File: src/rtl/seq_det_pkg.sv
// seq_det_pkg: shared defaults, reset config, config bundle and length mask for seq_detector_prog
package seq_det_pkg;
  localparam int DEF_MAX_LEN = 8;
  localparam int DEF_LEN_W = $clog2(DEF_MAX_LEN + 1);
  localparam int DEF_CNT_W = 16;
  localparam logic [DEF_MAX_LEN-1:0] DEF_RST_PATTERN = 8'b0000_1011;
  localparam int DEF_RST_LEN = 4;
  localparam bit DEF_RST_OVERLAP = 1'b1;
  typedef struct packed {
    logic [DEF_MAX_LEN-1:0] pattern;
    logic [DEF_LEN_W-1:0]   len;
    logic                   overlap;
  } cfg_t;
  function automatic logic [DEF_MAX_LEN-1:0] len_mask(input logic [DEF_LEN_W-1:0] len);
    logic [DEF_MAX_LEN-1:0] m;
    for (int i = 0; i < DEF_MAX_LEN; i++) m[i] = (i < int'(len));
    return m;
  endfunction
endpackage

File: src/rtl/seq_det_sat_counter.sv
// seq_det_sat_counter: W-bit saturating up-counter, sync clear has priority over increment
//   clk, rst (async, active-high) | i_inc: count one | i_clr: clear to 0 | o_cnt: count
module seq_det_sat_counter #(
  parameter int W = 16
) (
  input  logic         clk,
  input  logic         rst,
  input  logic         i_inc,
  input  logic         i_clr,
  output logic [W-1:0] o_cnt
);
  logic [W-1:0] r_cnt;
  always_ff @(posedge clk or posedge rst) begin
    if (rst) r_cnt <= '0;
    else if (i_clr) r_cnt <= '0;
    else if (i_inc && r_cnt != '1) r_cnt <= r_cnt + 1'b1;
  end
  assign o_cnt = r_cnt;
endmodule

File: src/rtl/seq_detector_prog.sv
// seq_detector_prog: runtime-programmable serial pattern detector with overlap mode and match counter
//   clk, rst (async, active-high)
//   in, in_valid: serial bit and its qualifier
//   cfg_we, cfg_pattern, cfg_len, cfg_overlap: config write (pattern bit [len-1] arrives first)
//   cnt_clr: sync clear of match_cnt
//   match: registered one-cycle pulse | match_cnt: saturating count | cfg_err: rejected config write
module seq_detector_prog
  import seq_det_pkg::*;
#(
  parameter int                   MAX_LEN     = DEF_MAX_LEN,
  parameter int                   LEN_W       = $clog2(MAX_LEN + 1),
  parameter int                   CNT_W       = DEF_CNT_W,
  parameter logic [MAX_LEN-1:0]   RST_PATTERN = DEF_RST_PATTERN,
  parameter int                   RST_LEN     = DEF_RST_LEN,
  parameter bit                   RST_OVERLAP = DEF_RST_OVERLAP
) (
  input  logic               clk,
  input  logic               rst,
  input  logic               in,
  input  logic               in_valid,
  input  logic               cfg_we,
  input  logic [MAX_LEN-1:0] cfg_pattern,
  input  logic [LEN_W-1:0]   cfg_len,
  input  logic               cfg_overlap,
  input  logic               cnt_clr,
  output logic               match,
  output logic [CNT_W-1:0]   match_cnt,
  output logic               cfg_err
);
  localparam cfg_t RST_CFG = '{RST_PATTERN, LEN_W'(RST_LEN), RST_OVERLAP};
  cfg_t               r_cfg;
  logic [MAX_LEN-1:0] r_hist;
  logic [LEN_W-1:0]   r_fill;
  logic               r_match;
  logic               r_cfg_err;
  logic [MAX_LEN-1:0] w_new_hist;
  logic [LEN_W-1:0]   w_new_fill;
  logic               w_cfg_ok;
  logic               w_hit;
  assign w_new_hist = {r_hist[MAX_LEN-2:0], in};
  assign w_new_fill = (r_fill == LEN_W'(MAX_LEN)) ? r_fill : r_fill + 1'b1;
  assign w_cfg_ok   = (cfg_len != '0) && (cfg_len <= LEN_W'(MAX_LEN));
  // fill masks stale history bits, so a flush only needs to zero the counter
  assign w_hit = in_valid && !cfg_we && (w_new_fill >= r_cfg.len) &&
                 (((w_new_hist ^ r_cfg.pattern) & len_mask(r_cfg.len)) == '0);
  always_ff @(posedge clk or posedge rst) begin
    if (rst) begin
      r_cfg     <= RST_CFG;
      r_hist    <= '0;
      r_fill    <= '0;
      r_match   <= 1'b0;
      r_cfg_err <= 1'b0;
    end else begin
      r_match   <= w_hit;
      r_cfg_err <= cfg_we && !w_cfg_ok;
      if (cfg_we) begin
        if (w_cfg_ok) begin
          r_cfg  <= '{cfg_pattern, cfg_len, cfg_overlap};
          r_fill <= '0;
        end
      end else if (in_valid) begin
        r_hist <= w_new_hist;
        r_fill <= (w_hit && !r_cfg.overlap) ? '0 : w_new_fill;
      end
    end
  end
  seq_det_sat_counter #(.W(CNT_W)) u_cnt (
    .clk   (clk),
    .rst   (rst),
    .i_inc (w_hit),
    .i_clr (cnt_clr),
    .o_cnt (match_cnt)
  );
  assign match   = r_match;
  assign cfg_err = r_cfg_err;
endmodule

File: config.mk
export PLATFORM = sky130hd
export DESIGN_NAME = seq_detector_prog
export DESIGN_NICKNAME = d
export VERILOG_FILES = /design/src/rtl/seq_det_pkg.sv /design/src/rtl/seq_det_sat_counter.sv /design/src/rtl/seq_detector_prog.sv
export SDC_FILE = /design/constraint.sdc
export NUM_CORES = 1
export LEC_CHECK = 0
export BUFFER_PORTS_ARGS = -buffer_cell sky130_fd_sc_hd__buf_2
export CORE_MARGIN = 10
export CORE_UTILIZATION = 60
export DETAILED_ROUTE_END_ITERATION = 8
export PLACE_DENSITY = 0.84
export SLEW_MARGIN = 20
export SYNTH_ARGS = -nofsm -noshare
export SYNTH_HDL_FRONTEND = slang
export SYNTH_SLANG_ARGS = --single-unit
File: constraint.sdc
create_clock -name clk -period 4.8 [get_ports clk]
set_clock_uncertainty 0.15 [all_clocks]
set_input_delay 0.96 -clock clk [delete_from_list [all_inputs] [get_ports clk]]
set_output_delay 0.96 -clock clk [all_outputs]
set_load 0.02 [all_outputs]
# == Word level (Yosys, flattened, before mapping) ==
# Cells that the tools add are included.
# word_totals
in_bits,19
reg_bits,42
# classes
muxes,7
eq_ne,3
n_reduce_logical,17
order_cmp,10
add_sub_neg,2
bitwise_logic,3
# op_table
operator,n
16-bit 2-to-1 mux,2
4-bit 2-to-1 mux,5
"16-bit by 1-bit adder with 16-bit output, second input constant",1
"3-bit by 4-bit < comparator with 1-bit output, first input constant",4
"16-bit != test, second input constant",1
8-bit AND,1
8-bit zero test,1
"1-bit by 4-bit < comparator with 1-bit output, first input constant",2
"2-bit by 4-bit < comparator with 1-bit output, first input constant",2
8-bit bitwise XOR,1
1-bit logical AND,7
2-bit AND reduction,3
"4-bit by 1-bit adder with 4-bit output, second input constant",1
"4-bit == test, second input constant",1
4-bit greater-or-equal comparator,1
"4-bit <= comparator, second input constant",1
2-bit nonzero test,2
4-bit nonzero test,1
1-bit zero test,3
"2-bit by 1-bit != test with 1-bit output, second input constant",1
1-bit NOT,1

# == Longest topological paths before layout ==
# depth
ltp_word,9
mapped_depth,13

# == Cells and area by module ==
# A second synthesis with hierarchy kept.
# hier_totals
hier_cells,227
area_unflattened_um2,2336.0
# modules_own_cells
module,instances,cells_each,area_per_inst_um2
seq_detector_prog,1,126,1403.8
seq_det_sat_counter,1,101,932.1

# == Worst setup path after synthesis ==
# OpenSTA, ideal clock, no wires.
# synth_timing
path_type,register to register
startpoint,register r_fill[0]
endpoint,"register u_cnt.r_cnt[1], in the netlist u_cnt.o_cnt[1]"
period_less_slack_ns,2.904
arrival_ns,2.622
path_slack_ns,1.896
required_time_ns,4.518
path_stages_with_launch,14
path_cell_list,dfrtp_1 > inv_1 > ha_1 > nand2_1 > nor2_1 > xnor2_1 > ha_1 > nand2b_1 > a2111oi_0 > nor4_4 > nand3_2 > buf_2 > mux2i_1 > nor2_1
# synth_via
elab_chain_len,7
elab_cells_between_ends,8
# synth_lines
element,line_no,rtl
"start, declared",seq_detector_prog.sv:33,logic [LEN_W-1:0] r_fill;
"start signal, assigned",seq_detector_prog.sv:63,r_fill <= (w_hit && !r_cfg.overlap) ? '0 : w_new_fill;
4-bit by 1-bit adder with 4-bit output / 4-bit == test (equally long branches),seq_detector_prog.sv:41,assign w_new_fill = (r_fill == LEN_W'(MAX_LEN)) ? r_fill : r_fill + 1'b1;
4-bit 2-to-1 mux (*),seq_detector_prog.sv:41,
4-bit greater-or-equal comparator (*),seq_detector_prog.sv:44,assign w_hit = in_valid && !cfg_we && (w_new_fill >= r_cfg.len) &&
1-bit logical AND (*) (2 in a row),seq_detector_prog.sv:44,
1-bit logical AND (*),seq_det_sat_counter.sv:16,else if (i_inc && r_cnt != '1) r_cnt <= r_cnt + 1'b1;
2-bit nonzero test (no line) (*),n/a,
"end signal, assigned",seq_det_sat_counter.sv:16,
"end, declared",seq_det_sat_counter.sv:12,logic [W-1:0] r_cnt;
# Mark *: on every way between the ends. The rest lies on a longest branch, timed or not.
# A chain may end at the register's enable or synchronous reset.

# == Final worst setup path ==
# layout_timing
startpoint,register r_fill[0]
endpoint,"register u_cnt.r_cnt[5], in the netlist u_cnt.o_cnt[5]"
# Same word-level chain as after synthesis.

==> summary by stage <==
Die
During I/O placement, the number of pins put on the boundary was 37. The die area is ~6500 um2. The die height is ~80 um. The starting utilization of the core area is 63.6%. Row generation in the floorplan step produced 21 rows. The area of the placeable core is approximately 3400 um2. Measured along the x axis, the die boundary spans between 80 and 90 um.

Yosys
Each instance of the synthesized netlist takes up on average 10.6 um2. In this run, distinct cell masters in the synthesized netlist total 36. The flip-flop and latch count after synthesis is 42.

The post-synth design cell area is 2190 um2. The count of warnings emitted by yosys is 0. The sequential share of the synthesized area is slightly below 50%. The number of nets in the synthesized netlist is 233. The cell count after synthesis is a little over 200.

Detailed routing
After detailed routing, the number of remaining DRC violations is 0. The first TritonRoute pass finished after 4 iterations. Detailed routing inserted a total of between 1500 and 2000 vias. The final antenna-violating net count is 0. Dividing the detail-routed wire length by the instance count gives about 15 um. The met2 layer wire length in the routed design is between 2000 and 2500 um. The detailed router's first-iteration violation count is 83. Dividing the detail-routed via count by the number of cells gives 5.58. Detailed routing placed a total of about 180 um of wire on met3. Routed signal wires occupy layers up through met4. The total length of routed wires is 4260 um. For this block, wires on met1 add up to 1950 um.

Setup path
The critical path launch point is r_fill[0]. The critical path's most frequent cell is sky130_fd_sc_hd__ha_1. On the critical path, the stage with the largest delay is an instance of sky130_fd_sc_hd__or4_1. The most critical setup path has its endpoint at u_cnt.o_cnt[5]. The worst setup slack for register-to-register paths is 1.57 ns.

The highest net fanout along the worst path is 12. Data arrives at the worst endpoint at ~3.3 ns. The required time at the worst-slack endpoint is around 4.9 ns. The endpoint of the most critical register-to-register path is u_cnt.o_cnt[5]. The length in cells of the worst reg-to-reg path is 12. The startpoint identified for the worst register-to-register timing path is r_fill[0]. STA classifies the critical path startpoint as a flop.

The endpoint kind of the worst setup timing path is a flop. In this design, the stage delay of the slowest critical-path cell is 0.56 ns. The category of the most critical setup path is flop to flop. The critical path goes through inv_1 > ha_1 > nand2_1 > nor2_1 > xnor2_1 > ha_1 > nand2b_1 > a2111oi_0 > nor4_4 > nand3_2 > or4_1 > a21oi_1.

Placement
The detailed placer's ending HPWL is approximately 3200 um. The number of buffers added on ports is 36. The post-place setup slack is 1.28 ns. After detailed placement, the total cell area comes to 2400 um2. The congestion estimate from routability-driven global placement came to 0.812.

Global routing
The maximum number of pins on one net before global-route repair is 43. The initial antenna violation count was 0. The total overflow left after global routing is 0. In the global route stage, overall resource usage came out at between 10 and 15%. The via count of the first global-routing pass is 1603. The first global-routing pass estimated approximately 7500 um of wire.

Final layout
The synthesis-to-layout area growth is 13.9%. The post-layout instance area is 2490 um2. The number of inserted diodes is 0. The fraction of final layout cells sized beyond drive strength 1 is ~30%. The net total in the final layout is roughly 270.

Timing
The share of the clock period used by the worst path is between 60% and 70%. The total count of hold-check failures in the final report is 0. The final-layout worst hold slack is between 0.3 and 0.4 ns.

Setup slack on the critical path of the routed design comes to between 1.5 and 2 ns. For the pin with the worst max-slew slack, the measured transition is around 0.74 ns. The shortest clock period the worst path allows after layout is approximately 3.2 ns. The highest achievable clock rate is 309 MHz. In the final timing run, aggregate negative setup slack is 0 ns. The max-slew violation total from the final report is 0. Measured against its own limit, the worst slew margin works out to between 40% and 50%.

Setup repair after global routing left no endpoint under its margin. Setup violations remaining at the end of the flow were counted as 0.

Clock tree
The clock tree buffer depth is 2. The total clock buffers created by CTS is 5. The count of buffers added by post-CTS timing repair for setup is 0. The later-pin clock latency in the skew report is 0.29 ns. Clock-pin slew was measured on the worst setup and hold paths at 0.07 ns. The number of levels in the clock H-tree is 2. The CTS root buffer is sky130_fd_sc_hd__clkbuf_8.

Buffers inserted to repair hold after CTS numbered 0. TritonCTS built the clock tree. For this design, the sink count on the clock tree is 42. Post-CTS repair changed the size of 0 cells.

Pwr
The leakage dissipation is 1.13 nW. The worst-case IR drop observed on VDD is about 250 uV. Power spread over the standard cell area amounts to 349 nW/um2.

Hold path
The tightest min-delay check is of the flop to flop type.

Outcome
The flow ran to the end, and the final reports show no timing, DRC or antenna violations.

Flow run
The tool flagged a number of max-cap violations equal to 0.
## synth_stat cells, drive strengths merged
master	n	area [um2]
dfrtp	37	926
o22ai	3	18.8
and2	1	6.26
nor2b	2	12.5
mux2	21	236
mux2i	2	20.0
and3	1	6.26
o31ai	5	37.5
o21a	1	7.51
a211oi	2	15.0
and4	1	8.76
nor3	3	15.0
buf	3	13.8
a21oi	9	45.0
nand3	13	70.1
clkbuf	5	18.8
nand2	8	32.5
xor2	9	78.8
nor2	19	71.3
xnor2	9	78.8
inv	10	37.5
nand4	7	43.8
nor4	1	21.3
nor4b	1	8.76
or3	3	18.8
dfstp	5	131
a221o	1	10.0
nand2b	3	18.8
ha	7	87.6
a2111oi	1	8.76
nor3b	1	7.51
o21ai	8	40.0
or4	5	37.5
## sequential cells by signal, summed over array words and instances (netlist names)
signal       count
cfg_err          1
match            1
r_cfg           13
r_fill           4
r_hist           7
u_cnt.o_cnt     16
## worst min-delay path by stage
stage	start	endpoint	cells past startpoint
after global routing	r_cfg[12]	r_cfg[12]	1
after global placement	r_hist[6]	r_hist[6]	1
after detailed placement	r_hist[6]	r_hist[6]	1
after floorplan	r_hist[6]	r_hist[6]	1
after CTS	r_hist[6]	r_hist[6]	1
final	r_hist[6]	r_hist[6]	1
## report_power, final
part | switching, W | internal [W] | total [W]
clock | 0.000115 | 0.000116 | 0.000231
sequential | 0.0000446 | 0.000408 | 0.000452
combinational | 0.0000898 | 0.0000976 | 0.000187
total | 0.000249 | 0.000621 | 0.000871
## critical path, delay by kind of cell (launching register included)
family | cells | cell delay (ns)
flip-flops | 1 | 0.40
AO/OA/AOI/OAI | 2 | 0.29
adder cells (fa/ha/maj) | 2 | 0.47
XOR/XNOR | 1 | 0.16
buffers and inverters | 1 | 0.09
AND/OR/NAND/NOR | 6 | 1.60
## area by class of cell
cell class                      instances  area (um2)
Timing Repair Buffer                   37         188
Clock inverter                          1        5.00
Clock buffer                            7        86.3
Multi-Input combinational cell        147        1060
Inverter                               10        37.5
Sequential cell                        42        1060
Tap cell                               46        57.6
Fill cell                             272         947
## per-stage QoR
stage / total power (W) / instances / utilization (%)
detailed placement: 0.000648 / 282 / 69.8
CTS: 0.000878 / 290 / 72.5
global placement: 0.000639 / 282 / 69.8
floorplan: 0.000603 / 207 / -
finish: 0.000871 / 290 / 72.5
global route: 0.000926 / 290 / 72.5
## metal layers
layer | vias to the layer above | GRT usage [%]
li1 | 801 | -
met1 | 780 | 18.4
met2 | 31 | 22.0
met3 | 6 | 4.34
met4 | 0 | 5.99
met5 | - | 0
## cell families (layout without fill, tap and decap cells)
family                     Yosys count  in the layout  share of synthesized area (%)
AOI/OAI and AO/OA                   30             30                           8.34
xor gates and xnor gates            18             18                           7.20
adders and majority gates            7              7                           4.00
buffers and inverters               18             55                           3.20
DFF                                 42             42                           48.3
muxes                               23             23                           11.7
and+or+nand+nor                     69             69                           17.3
## placed cells by master (no fill, tap or decap), types with 2 or more instances in the layout
master                     instances
sky130_fd_sc_hd__nor2_1           19
sky130_fd_sc_hd__nand4_1           7
sky130_fd_sc_hd__nor3_1            3
sky130_fd_sc_hd__or4_1             5
sky130_fd_sc_hd__o31ai_1           5
sky130_fd_sc_hd__xor2_1            9
sky130_fd_sc_hd__a211oi_1          2
sky130_fd_sc_hd__ha_1              7
sky130_fd_sc_hd__mux2i_1           2
sky130_fd_sc_hd__dfstp_2           5
sky130_fd_sc_hd__nand2b_1          3
sky130_fd_sc_hd__or3_1             3
sky130_fd_sc_hd__nand3_1          12
sky130_fd_sc_hd__a21oi_1           9
sky130_fd_sc_hd__o22ai_1           3
sky130_fd_sc_hd__mux2_2           21
sky130_fd_sc_hd__dfrtp_1          37
sky130_fd_sc_hd__o21ai_0           8
sky130_fd_sc_hd__nor2b_1           2
sky130_fd_sc_hd__xnor2_1           9
sky130_fd_sc_hd__clkbuf_8          6
sky130_fd_sc_hd__nand2_1           7
sky130_fd_sc_hd__buf_2            36
sky130_fd_sc_hd__inv_1            10
Power figures use the tool's default switching activity.
